$ cat src/rtl/adder_ctrl_pkg.sv
// rtl/adder_ctrl_pkg.sv - shared parameters and state encoding for the serial adder controller
package adder_ctrl_pkg;

   localparam int SLICE_W_DEF    = 8;
   localparam int NUM_SLICES_DEF = 4;
   localparam int W_DEF          = SLICE_W_DEF * NUM_SLICES_DEF;

   typedef enum logic [1:0] {
      IDLE,
      RUN,
      DONE
   } state_t;

   // Slice counter width; a single-slice build still needs one bit.
   function automatic int idx_width(input int num_slices);
      return (num_slices > 1) ? $clog2(num_slices) : 1;
   endfunction

endpackage

$ cat src/rtl/add_slice.sv
// rtl/add_slice.sv - combinational ripple-carry adder slice
module add_slice #(
   parameter int WIDTH = 8
) (
   input  logic [WIDTH-1:0] a,
   input  logic [WIDTH-1:0] b,
   input  logic             ci,
   output logic [WIDTH-1:0] s,
   output logic             co
);

   logic [WIDTH:0] c;

   always_comb begin
      c    = '0;
      s    = '0;
      c[0] = ci;
      for (int i = 0; i < WIDTH; i++) begin
         s[i]   = a[i] ^ b[i] ^ c[i];
         c[i+1] = (a[i] & b[i]) | (c[i] & (a[i] ^ b[i]));
      end
   end

   assign co = c[WIDTH];

endmodule

$ cat src/rtl/adder_serial_ctrl.sv
// rtl/adder_serial_ctrl.sv - multi-cycle add/subtract sequencer time-sharing one adder slice
module adder_serial_ctrl
   import adder_ctrl_pkg::*;
#(
   parameter  int SLICE_W    = SLICE_W_DEF,
   parameter  int NUM_SLICES = NUM_SLICES_DEF,
   localparam int W          = SLICE_W * NUM_SLICES
) (
   input  logic         clk,
   input  logic         rst,
   input  logic         in_valid,
   output logic         in_ready,
   input  logic [W-1:0] op_a,
   input  logic [W-1:0] op_b,
   input  logic         cin,
   input  logic         sub,
   output logic         out_valid,
   input  logic         out_ready,
   output logic [W-1:0] sum,
   output logic         cout,
   output logic         ovf
);

   localparam int              IDX_W    = idx_width(NUM_SLICES);
   localparam logic [IDX_W-1:0] LAST_IDX = IDX_W'(NUM_SLICES - 1);

   state_t             state;
   logic [W-1:0]       a_sh;
   logic [W-1:0]       b_sh;
   logic               carry;
   logic [IDX_W-1:0]   idx;
   logic [SLICE_W-1:0] s;
   logic               c_next;
   logic [W-1:0]       sum_shift;
   logic               last_ovf;

   add_slice #(.WIDTH(SLICE_W)) u_slice (
      .a  (a_sh[SLICE_W-1:0]),
      .b  (b_sh[SLICE_W-1:0]),
      .ci (carry),
      .s  (s),
      .co (c_next)
   );

   assign in_ready  = (state == IDLE) && !rst;
   // New slice enters at the top so the LSB slice ends up at the bottom after the last pass.
   assign sum_shift = (sum >> SLICE_W) | (W'(s) << (W - SLICE_W));
   // b_sh already holds the post-invert operand, so its MSB is the effective B sign.
   assign last_ovf  = (a_sh[SLICE_W-1] == b_sh[SLICE_W-1]) && (s[SLICE_W-1] != a_sh[SLICE_W-1]);

   always_ff @(posedge clk or posedge rst) begin
      if (rst) begin
         state     <= IDLE;
         out_valid <= 1'b0;
         sum       <= '0;
         cout      <= 1'b0;
         ovf       <= 1'b0;
         carry     <= 1'b0;
         idx       <= '0;
         a_sh      <= '0;
         b_sh      <= '0;
      end else begin
         case (state)
            IDLE: begin
               if (in_valid) begin
                  a_sh  <= op_a;
                  b_sh  <= sub ? ~op_b : op_b;
                  carry <= sub ? 1'b1 : cin;
                  idx   <= '0;
                  state <= RUN;
               end
            end
            RUN: begin
               a_sh  <= a_sh >> SLICE_W;
               b_sh  <= b_sh >> SLICE_W;
               sum   <= sum_shift;
               carry <= c_next;
               idx   <= idx + 1'b1;
               if (idx == LAST_IDX) begin
                  state     <= DONE;
                  out_valid <= 1'b1;
                  cout      <= c_next;
                  ovf       <= last_ovf;
               end
            end
            DONE: begin
               if (out_ready) begin
                  state     <= IDLE;
                  out_valid <= 1'b0;
               end
            end
            default: begin
               state     <= IDLE;
               out_valid <= 1'b0;
            end
         endcase
      end
   end

endmodule

$ cat config.mk
export PLATFORM = sky130hd
export DESIGN_NAME = adder_serial_ctrl
export DESIGN_NICKNAME = d
export VERILOG_FILES = /design/src/rtl/adder_ctrl_pkg.sv /design/src/rtl/add_slice.sv /design/src/rtl/adder_serial_ctrl.sv
export SDC_FILE = /design/constraint.sdc
export NUM_CORES = 1
export LEC_CHECK = 0
export ABC_AREA = 1
export CORE_MARGIN = 2
export CORE_UTILIZATION = 55
export DETAILED_ROUTE_END_ITERATION = 7
export PLACE_DENSITY = 0.85
export SYNTH_ARGS = -nofsm -noshare
export SYNTH_HDL_FRONTEND = slang
export SYNTH_SLANG_ARGS = --single-unit
$ cat constraint.sdc
create_clock -name clk -period 10 [get_ports clk]
set_input_delay 2 -clock clk [delete_from_list [all_inputs] [get_ports clk]]
set_output_delay 2 -clock clk [all_outputs]
set_load 0.05 [all_outputs]
==> flow_summary.toml, run 1 <==
[sta]
grt_setup_unrepaired = "false"
report.final.hold_viol_count = 0
period_needed_ns = 5.45
timing.slew.headroom_pct = 17.7
slew_viol_final = 0
final.setup.worst_slack_ns = 4.55
worst_clock_skew_ns = 0.00862
worst_slew_pin_slew_ns = 1.23
fin_tns_setup_ns = 0
period_share_pct = 54.5
timing.fmax_mhz = 183
setup-violations-final = 0

[floorplanning]
die-height_um = 99.6
core_area_sq_mm = 0.00881
floorplan.die.width_um = 99.6
i_o_pin_count = 106
rows = 34
die-area_sq_mm = 0.00991
initial_utilization_pct = 57.0

[logic_synthesis]
yosysWarningCount = 0
ys_seq_elements = 104
post_synth_inst_count = 630
synth_area_sq_mm = 0.00502
synth.net_count = 710
yosys_cell_types = 22
ys_seq_area_share_pct = 51.8
avgSynthCellArea_sq_um = 7.97

[placed_design]
dp_worst_setup_slack_ns = 4.56
dpl.hpwl_mm = 7.38
place.port_buffers = 105
globalplace.congestion = 0.808

[detailed_routing]
drcViolationCount = 0
detail-route-antenna-nets = 0
post_drt_via_cell_ratio = 5.40
routedWlPerCell_um = 13.5
dr.first_iter.drc_count = 290
dr_total_vias = 4442
drt-total-wl_mm = 11.1
number_of_iterations_in_the_first_detailed_routing_pass = 5

[clock_tree]
cts_resized = 0
clkSinkCount = 104
cts_hold_buffers = 0
cts.repair_timing.setup_buffer_count = 0
cts_tree = "built"
clk_root_buffer_cell = "clkbuf_8"
clkTransAtPathRegs_ns = 0.09
tritoncts_buffer_count = 9
clk-insertion-delay-late_ns = 0.37
htree_num_levels = 3
clockBufferDepth = 2

[global_routing]
global_route.usage.total_pct = 23.4
grt_pass1_vias = 4210
grt_max_degree = 106
gr-total-overflow = 0
grt_pass1_wl_mm = 18.8
number_of_antenna_violations_at_the_first_check_in_global_routing = 0

[critical_path]
rrSetupSlack_ns = 6.02
setup.worst_path.end_class = "output pin"
worst-setup-path-type = "input pin to output pin"
cpMostUsedCell = "clkdlybuf4s50_1"
rr_startpoint = "a_sh[0]"
crit_path_start = "rst"
crit_arrival_ns = 3.45
cp-start-kind = "input pin"
cp_slowest_stage_delay_ns = 0.83
crit_chain = "clkdlybuf4s50_1 > nor3_1 > clkdlybuf4s50_1"
critPathMaxFanout = 2
timing.critical_path.slowest_stage_cell = "clkdlybuf4s50_1"
worst_ep_required_time_ns = 8.00

[cells_and_area]
num_antenna_cells = 0
layout.cells.most_common = "nand2_1"
commonest_cells_after_routing_fill_and_taps_aside = "260 x nand2_1, 142 x nand3_1, 105 x clkdlybuf4s50_1, 104 x dfrtp_1, 36 x inv_1"
nets = 789
post_route_cells_drive_above_1_share_pct = 3.78
areaGrowthSynthToFinish_pct = 24.7

[power_and_ir_drop]
worst_vdd_rail_ir_drop_uv = 211
p_leak_nw = 3.15
p_per_area_mw_per_mm2 = 300

[min_path]
min-delay-start = "sum[3]"
worst_hold_path_type = "register to register"

[run_status]
outcome = "completed"

[flow_run]
max_cap_viol_count = 0
==> area by class of cell <==
class,instances,area [sq um]
Sequential cell,104,2600
Fill cell,663,2540
Multi-Input combinational cell,445,2090
Timing Repair Buffer,109,1080
Inverter,40,153
Clock buffer,12,145
Tap cell,108,135
Clock inverter,4,53.8
==> flip-flops by register name, indices dropped and copies added (netlist names) <==
name       flops
out_valid      1
cout           1
carry          1
idx            2
sum           32
b_sh          32
a_sh          32
ovf            1
state          2
==> path summary, 6_finish.rpt <==
path	to	cells after the start
setup / recovery	in_ready	3
hold / removal	sum[3]	2
setup reg to reg	ovf	15
hold reg to reg	sum[3]	2
max in group asynchronous	sum[27]	3
min in group asynchronous	sum[23]	2
==> critical path: cells and delay by family <==
kind                   cells  cell delay (ns)
buffers and inverters      2             1.30
and+or+nand+nor            1             0.15
==> Yosys cell counts, drive strengths merged <==
cell	count	share of area (%)
nand2	263	20
xnor2	8	1.4
nor3	1	0.10
clkbuf	18	1.3
fa	8	3.2
or2	1	0.12
nor2	3	0.42
buf	23	2.5
ha	2	0.50
nand3b	1	0.15
dfrtp	104	52
a21oi	1	0.10
nand3	142	14
inv	40	3.0
o21ai	15	1.5
==> per-stage QoR <==
stage,hold WS [ns],utilization (%),power [W],cell area (sq um),instances
4_1_cts,0.487,71.1,0.00188,6260,822
3_5_place_dp,0.464,68.8,0.00162,6060,806
3_3_place_gp,0.460,68.8,0.00158,6060,806
6_report,0.486,71.1,0.00188,6260,822
2_1_floorplan,0.455,-,0.00136,5020,630
5_1_grt,0.510,71.1,0.00201,6260,822
==> where the power goes <==
part	internal, W	switching, W
clock	0.000123	0.000141
sequential	0.000586	0.000116
combinational	0.000295	0.000617
total	0.00100	0.000874
==> cell families (layout without fill, tap and decap cells) <==
logic type / count (synthesis) / after routing / synth area share, %
buffers and inverters: 81 / 165 / 6.85
flip-flops: 104 / 104 / 51.8
AND/OR/NAND/NOR: 411 / 411 / 34.7
adder cells (fa/ha/maj): 10 / 10 / 3.69
XOR/XNOR: 8 / 8 / 1.40
AO/OA/AOI/OAI: 16 / 16 / 1.59
==> metal layers <==
layer  track usage, %  share of wire (%)
met5                0                  0
met4             8.43                2.2
met3             4.36                5.4
met2             39.8                 50
met1             30.3                 42
(Power assumes the default switching activity.)
==> run 2: changes to the inputs <==
- CORE_UTILIZATION: 55 -> 46
- PLACE_DENSITY: 0.85 -> 0.76
- clock period: 10 -> 4.8 ns (I/O delays scaled with it)
==> run 2 against run 1 <==
- worst setup slack worse by 3.6 ns
- critical path type is now register to register
- count of clock-buffer cells in the layout unchanged
- clock skew increased by 0.0012 ns
- total power increased by 110%
- utilization down 12 points
- flip-flop and latch count is the same
- critical endpoint is now ovf
- sequential share of layout area down 0.26 points
- register-to-register slack worse by 5.1 ns
- clock power increased by 97%
- die area up 19%
==> flow_summary.toml, run 2 (synthesis results as in run 1) <==
[critical_path]
rrSetupSlack_ns = 0.90
crit_chain = "fa_1 > inv_1 > fa_1 > inv_1 > fa_1 > fa_1 > fa_1 > fa_1 > fa_1 > inv_1 > fa_1 > inv_1 > a21oi_1 > nand3_1 > nand2_1"
worst_setup_path_endpoint = "ovf"
r2r_end = "ovf"
rr_startpoint = "a_sh[0]"
critPathMaxFanout = 3
setup.worst_path.end_class = "register"
worst_path_dominant_cell_family = "adder cells"
r2r.worst_path.cells = 15
path_buf_inv = 4
timing.critical_path.slowest_stage_cell = "fa_1"
cpMostUsedCell = "fa_1"
cp_slowest_stage_delay_ns = 0.45
cp-start-kind = "register"
path_depth = 15
crit_path_start = "a_sh[0]"
crit_arrival_ns = 4.16
worst_ep_required_time_ns = 5.06
worst-setup-path-type = "register to register"

[detailed_routing]
post_drt_via_cell_ratio = 5.17
dr.first_iter.drc_count = 323
number_of_iterations_in_the_first_detailed_routing_pass = 4
dr_total_vias = 4413
routedWlPerCell_um = 13.4
drcViolationCount = 0
drt-total-wl_mm = 11.4
detail-route-antenna-nets = 0

[floorplanning]
die-height_um = 108
floorplan.die.width_um = 108
i_o_pin_count = 106
rows = 38
core_area_sq_mm = 0.0107
die-area_sq_mm = 0.0118
initial_utilization_pct = 46.7

[cells_and_area]
nets = 790
layout.cells.most_common = "nand2_1"
areaGrowthSynthToFinish_pct = 25.4
commonest_cells_after_routing_fill_and_taps_aside = "260 x nand2_1, 142 x nand3_1, 105 x clkdlybuf4s50_1, 104 x dfrtp_1, 36 x inv_1"
biggestRegsByFlops = "a_sh (32), b_sh (32), sum (32)"
stdcell_area_sq_mm = 0.00630
post_route_cells_drive_above_1_share_pct = 4.06
fillcell_total = 979
num_antenna_cells = 0

[clock_tree]
cts_hold_buffers = 0
cts_tree = "built"
clkSinkCount = 104
cts.repair_timing.setup_buffer_count = 0
clkTransAtPathRegs_ns = 0.09
clk-insertion-delay-late_ns = 0.36
tritoncts_buffer_count = 9
cts_resized = 0
clockBufferDepth = 2
clk_root_buffer_cell = "clkbuf_8"
htree_num_levels = 3

[global_routing]
grt_max_degree = 106
grt_pass1_wl_mm = 19.4
number_of_antenna_violations_at_the_first_check_in_global_routing = 0
gr-total-overflow = 0
grt_pass1_vias = 4296
global_route.usage.total_pct = 20.6

[sta]
report.final.hold_viol_count = 0
worst_clock_skew_ns = 0.00980
timing.fmax_mhz = 256
slew_viol_final = 0
worst_slew_pin_slew_ns = 1.25
grt_setup_unrepaired = "false"
period_share_pct = 81.2
setup-violations-final = 0
fin_tns_setup_ns = 0
worst_hold_slack_ns = 0.486
timing.slew.headroom_pct = 16.1
period_needed_ns = 3.90

[placed_design]
globalplace.congestion = 0.772
dpl.hpwl_mm = 7.79
placed_inst_area_sq_mm = 0.00611
place.port_buffers = 105

[power_and_ir_drop]
power.share.sequential_pct = 37.8
power.clock.fraction_pct = 13.4
p_per_area_mw_per_mm2 = 616
worst_vdd_rail_ir_drop_uv = 486
p_int_w = 0.00207
comb_power_share_pct = 48.8
p_leak_nw = 3.16
swShare_pct = 46.8
p_switching_w = 0.00181

[run_status]
outcome = "completed"

[flow_run]
max_cap_viol_count = 0

[min_path]
worst_hold_path_type = "register to register"
[run 2: changes by cell type in the layout (fill, tap and decap cells not counted)]
cell | previous run | this run
clkbuf_1 | 2 | 0
clkbuf_8 | 10 | 12
buf_4 | 4 | 5
bufinv_16 | 1 | 0
clkinvlp_4 | 2 | 1
inv_6 | 0 | 1
[run 2: layout make-up]
type	count	area (sq um)	share of cell area, %
clock buffers	12	165	2.62
well taps	140	175	2.78
repair buffers	110	1090	17.3
multi-input cells	445	2090	33.2
flip-flops and latches	104	2600	41.3
clock inverters	3	25.0	0.397
inverters	40	153	2.42
[run 2: metrics by stage]
| step | utilization (%) | cells | worst slack, ns | total power [W] |
|---|---|---|---|---|
| 2_1_floorplan | - | 630 | 1.08 | 0.00283 |
| 3_3_place_gp | 56.9 | 839 | 1.01 | 0.00332 |
| 3_5_place_dp | 56.9 | 839 | 0.914 | 0.00339 |
| 4_1_cts | 58.6 | 854 | 0.890 | 0.00391 |
| 5_1_grt | 58.6 | 854 | 0.695 | 0.00418 |
| 6_report | 58.6 | 854 | 0.901 | 0.00388 |
[run 2: worst min-delay path by stage]
| stage | startpoint | to | cells past startpoint |
|---|---|---|---|
| after global placement | sum[2] | sum[2] | 2 |
| after global routing | sum[6] | sum[6] | 2 |
| final | sum[3] | sum[3] | 2 |
| after detailed placement | sum[3] | sum[3] | 2 |
| after CTS | sum[3] | sum[3] | 2 |
| after floorplan | idx[0] | idx[0] | 1 |
[run 2: power by group through the flow]
stage	clock, W	sequential [W]	combinational [W]
finish	0.000519	0.00147	0.00190
detailed placement	0	0.00148	0.00191
global route	0.000566	0.00151	0.00211
global placement	0	0.00147	0.00186
CTS	0.000527	0.00147	0.00192
floorplan	0	0.00185	0.000976
[run 2: routing by layer]
metal	GRT usage [%]	routed length, um	vias up
met2	34.6	5580	117
met5	0	0	-
met1	26.8	5000	2127
met4	5.77	227	0
met3	4.58	601	21
li1	-	-	2148
[run 2: worst register-to-register path, stage by stage, from the launching register on]
cell     delay, ns
dfrtp_1       0.41
fa_1          0.42
inv_1         0.08
fa_1          0.15
inv_1         0.05
fa_1          0.38
fa_1          0.42
fa_1          0.40
fa_1          0.38
fa_1          0.36
inv_1         0.08
fa_1          0.45
inv_1         0.07
a21oi_1       0.05
nand3_1       0.06
nand2_1       0.05
==> run 3: changes to the inputs <==
- CORE_UTILIZATION: 46 -> 51
- PLACE_DENSITY: 0.76 -> 0.8
- clock period: 4.8 -> 4 ns (I/O delays scaled with it)
==> run 3 against run 2 <==
- design area rose by 0.34%
- sequential power rose by 20%
- first-iteration DRC count fell by 26%
- fmax rose by 1.8%
==> flow_summary.toml, run 3 (synthesis results as in run 1) <==
[power_and_ir_drop]
swShare_pct = 46.4
p_leak_nw = 3.16
p_int_w = 0.00254
power.clock.fraction_pct = 14.1
p_per_area_mw_per_mm2 = 749
comb_power_share_pct = 48.8
power.share.sequential_pct = 37.1
worst_vdd_rail_ir_drop_uv = 800
p_switching_w = 0.00220

[sta]
timing.fmax_mhz = 261
fin_tns_setup_ns = 0
worst_clock_skew_ns = 0.00757
worst_slew_pin_slew_ns = 1.23
slew_viol_final = 0
worst_hold_slack_ns = 0.491
setup-violations-final = 0
report.final.hold_viol_count = 0
period_needed_ns = 3.83
timing.slew.headroom_pct = 17.9
period_share_pct = 95.8
grt_setup_unrepaired = "false"

[critical_path]
setup.worst_path.end_class = "register"
crit_arrival_ns = 4.09
critPathMaxFanout = 3
cp-start-kind = "register"
worst_ep_required_time_ns = 4.26
worst-setup-path-type = "register to register"
r2r.worst_path.cells = 13

[floorplanning]
die-height_um = 103
i_o_pin_count = 106
initial_utilization_pct = 51.9
rows = 36
core_area_sq_mm = 0.00968
floorplan.die.width_um = 103
die-area_sq_mm = 0.0107

[detailed_routing]
dr.first_iter.drc_count = 240
detail-route-antenna-nets = 0
post_drt_via_cell_ratio = 5.18
number_of_iterations_in_the_first_detailed_routing_pass = 4
dr_total_vias = 4399
routedWlPerCell_um = 13.3
drcViolationCount = 0
drt-total-wl_mm = 11.3

[cells_and_area]
areaGrowthSynthToFinish_pct = 25.9
fillcell_total = 819
layout.cells.most_common = "nand2_1"
nets = 791
multiInputGateArea_sq_mm = 0.00210
final_util_pct = 65.3
biggestRegsByFlops = "a_sh (32), b_sh (32), sum (32)"
num_antenna_cells = 0
post_route_cells_drive_above_1_share_pct = 4.61
commonest_cells_after_routing_fill_and_taps_aside = "260 x nand2_1, 142 x nand3_1, 105 x clkdlybuf4s50_1, 104 x dfrtp_1, 36 x inv_1"
regArea_sq_mm = 0.00260

[clock_tree]
clockBufferDepth = 2
htree_num_levels = 3
clk-insertion-delay-late_ns = 0.36
clkSinkCount = 104
cts_tree = "built"
tritoncts_buffer_count = 9
clk_root_buffer_cell = "clkbuf_8"
cts_hold_buffers = 0
clkTransAtPathRegs_ns = 0.09

[flow_run]
max_cap_viol_count = 0

[global_routing]
grt_pass1_vias = 4196
number_of_antenna_violations_at_the_first_check_in_global_routing = 0
gr-total-overflow = 0
grt_max_degree = 106
global_route.usage.total_pct = 22.3
grt_pass1_wl_mm = 18.7

[min_path]
worst_hold_path_type = "register to register"
whs_path_depth = 2

[placed_design]
globalplace.congestion = 0.834
dpl.hpwl_mm = 7.74
place.port_buffers = 105

[run_status]
outcome = "completed"
[run 3: cell types whose count changed in the layout (fill, tap and decap cells not counted), sizes merged]
| cell | before | now |
|---|---|---|
| clkbuf | 12 | 11 |
| buf | 5 | 6 |
| clkinv | 1 | 2 |
| bufinv | 0 | 1 |
[run 3: cell type report]
type | instances | area share, %
Clock buffer | 11 | 2.24
Clock inverter | 5 | 1.01
Inverter | 40 | 2.41
Multi-Input combinational cell | 445 | 33.2
Sequential cell | 104 | 41.2
Tap cell | 133 | 2.63
Timing Repair Buffer | 111 | 17.3
[run 3: final timing paths]
kind,startpoint,endpoint,slack [ns]
min,sum[6],sum[6],0.49
min in group asynchronous,rst,state[0],0.95
max reg2reg,a_sh[0],sum[31],0.17
max,a_sh[0],sum[31],0.17
min reg2reg,sum[6],sum[6],0.49
max in group asynchronous,rst,sum[18],2.27
[run 3: stage by stage]
stage	setup slack [ns]	instance area (sq um)	cells	power, W
6_report	0.169	6320	849	0.00474
5_1_grt	0.0287	6320	849	0.00507
4_1_cts	0.0381	6310	848	0.00473
3_5_place_dp	0.0415	6100	832	0.00407
3_3_place_gp	0.193	6100	832	0.00397
2_1_floorplan	0.277	5020	630	0.00339
[run 3: worst max-delay path: stages, from the launching register on]
cell and delay [ns]:
dfrtp_1 0.42, fa_1 0.42, inv_1 0.08, fa_1 0.16, inv_1 0.05, fa_2 0.35, fa_2 0.35, fa_1 0.38
fa_2 0.34, fa_1 0.36, inv_1 0.09, fa_1 0.46, buf_4 0.15, o21ai_1 0.11
[run 3: power groups by stage]
| stage | combinational [W] | clock, W | sequential (W) |
|---|---|---|---|
| 6_report | 0.00231 | 0.000667 | 0.00176 |
| 5_1_grt | 0.00255 | 0.000714 | 0.00181 |
| 4_1_cts | 0.00230 | 0.000676 | 0.00176 |
| 3_5_place_dp | 0.00230 | 0 | 0.00177 |
| 3_3_place_gp | 0.00222 | 0 | 0.00176 |
| 2_1_floorplan | 0.00117 | 0 | 0.00222 |
[run 3: timing repair]
action / 4_1_cts / 5_1_grt
endpoints found under the setup margin: 0 / 1
setup buffers: 0 / 1
resized for setup: 0 / 3
hold endpoints to repair: 0 / 0
[run 3: layer usage]
metal / wire (um) / global-route usage (%)
met4: 196 / 7.69
met3: 570 / 3.49
met2: 5770 / 38.6
met5: 0 / 0
met1: 4720 / 28.7
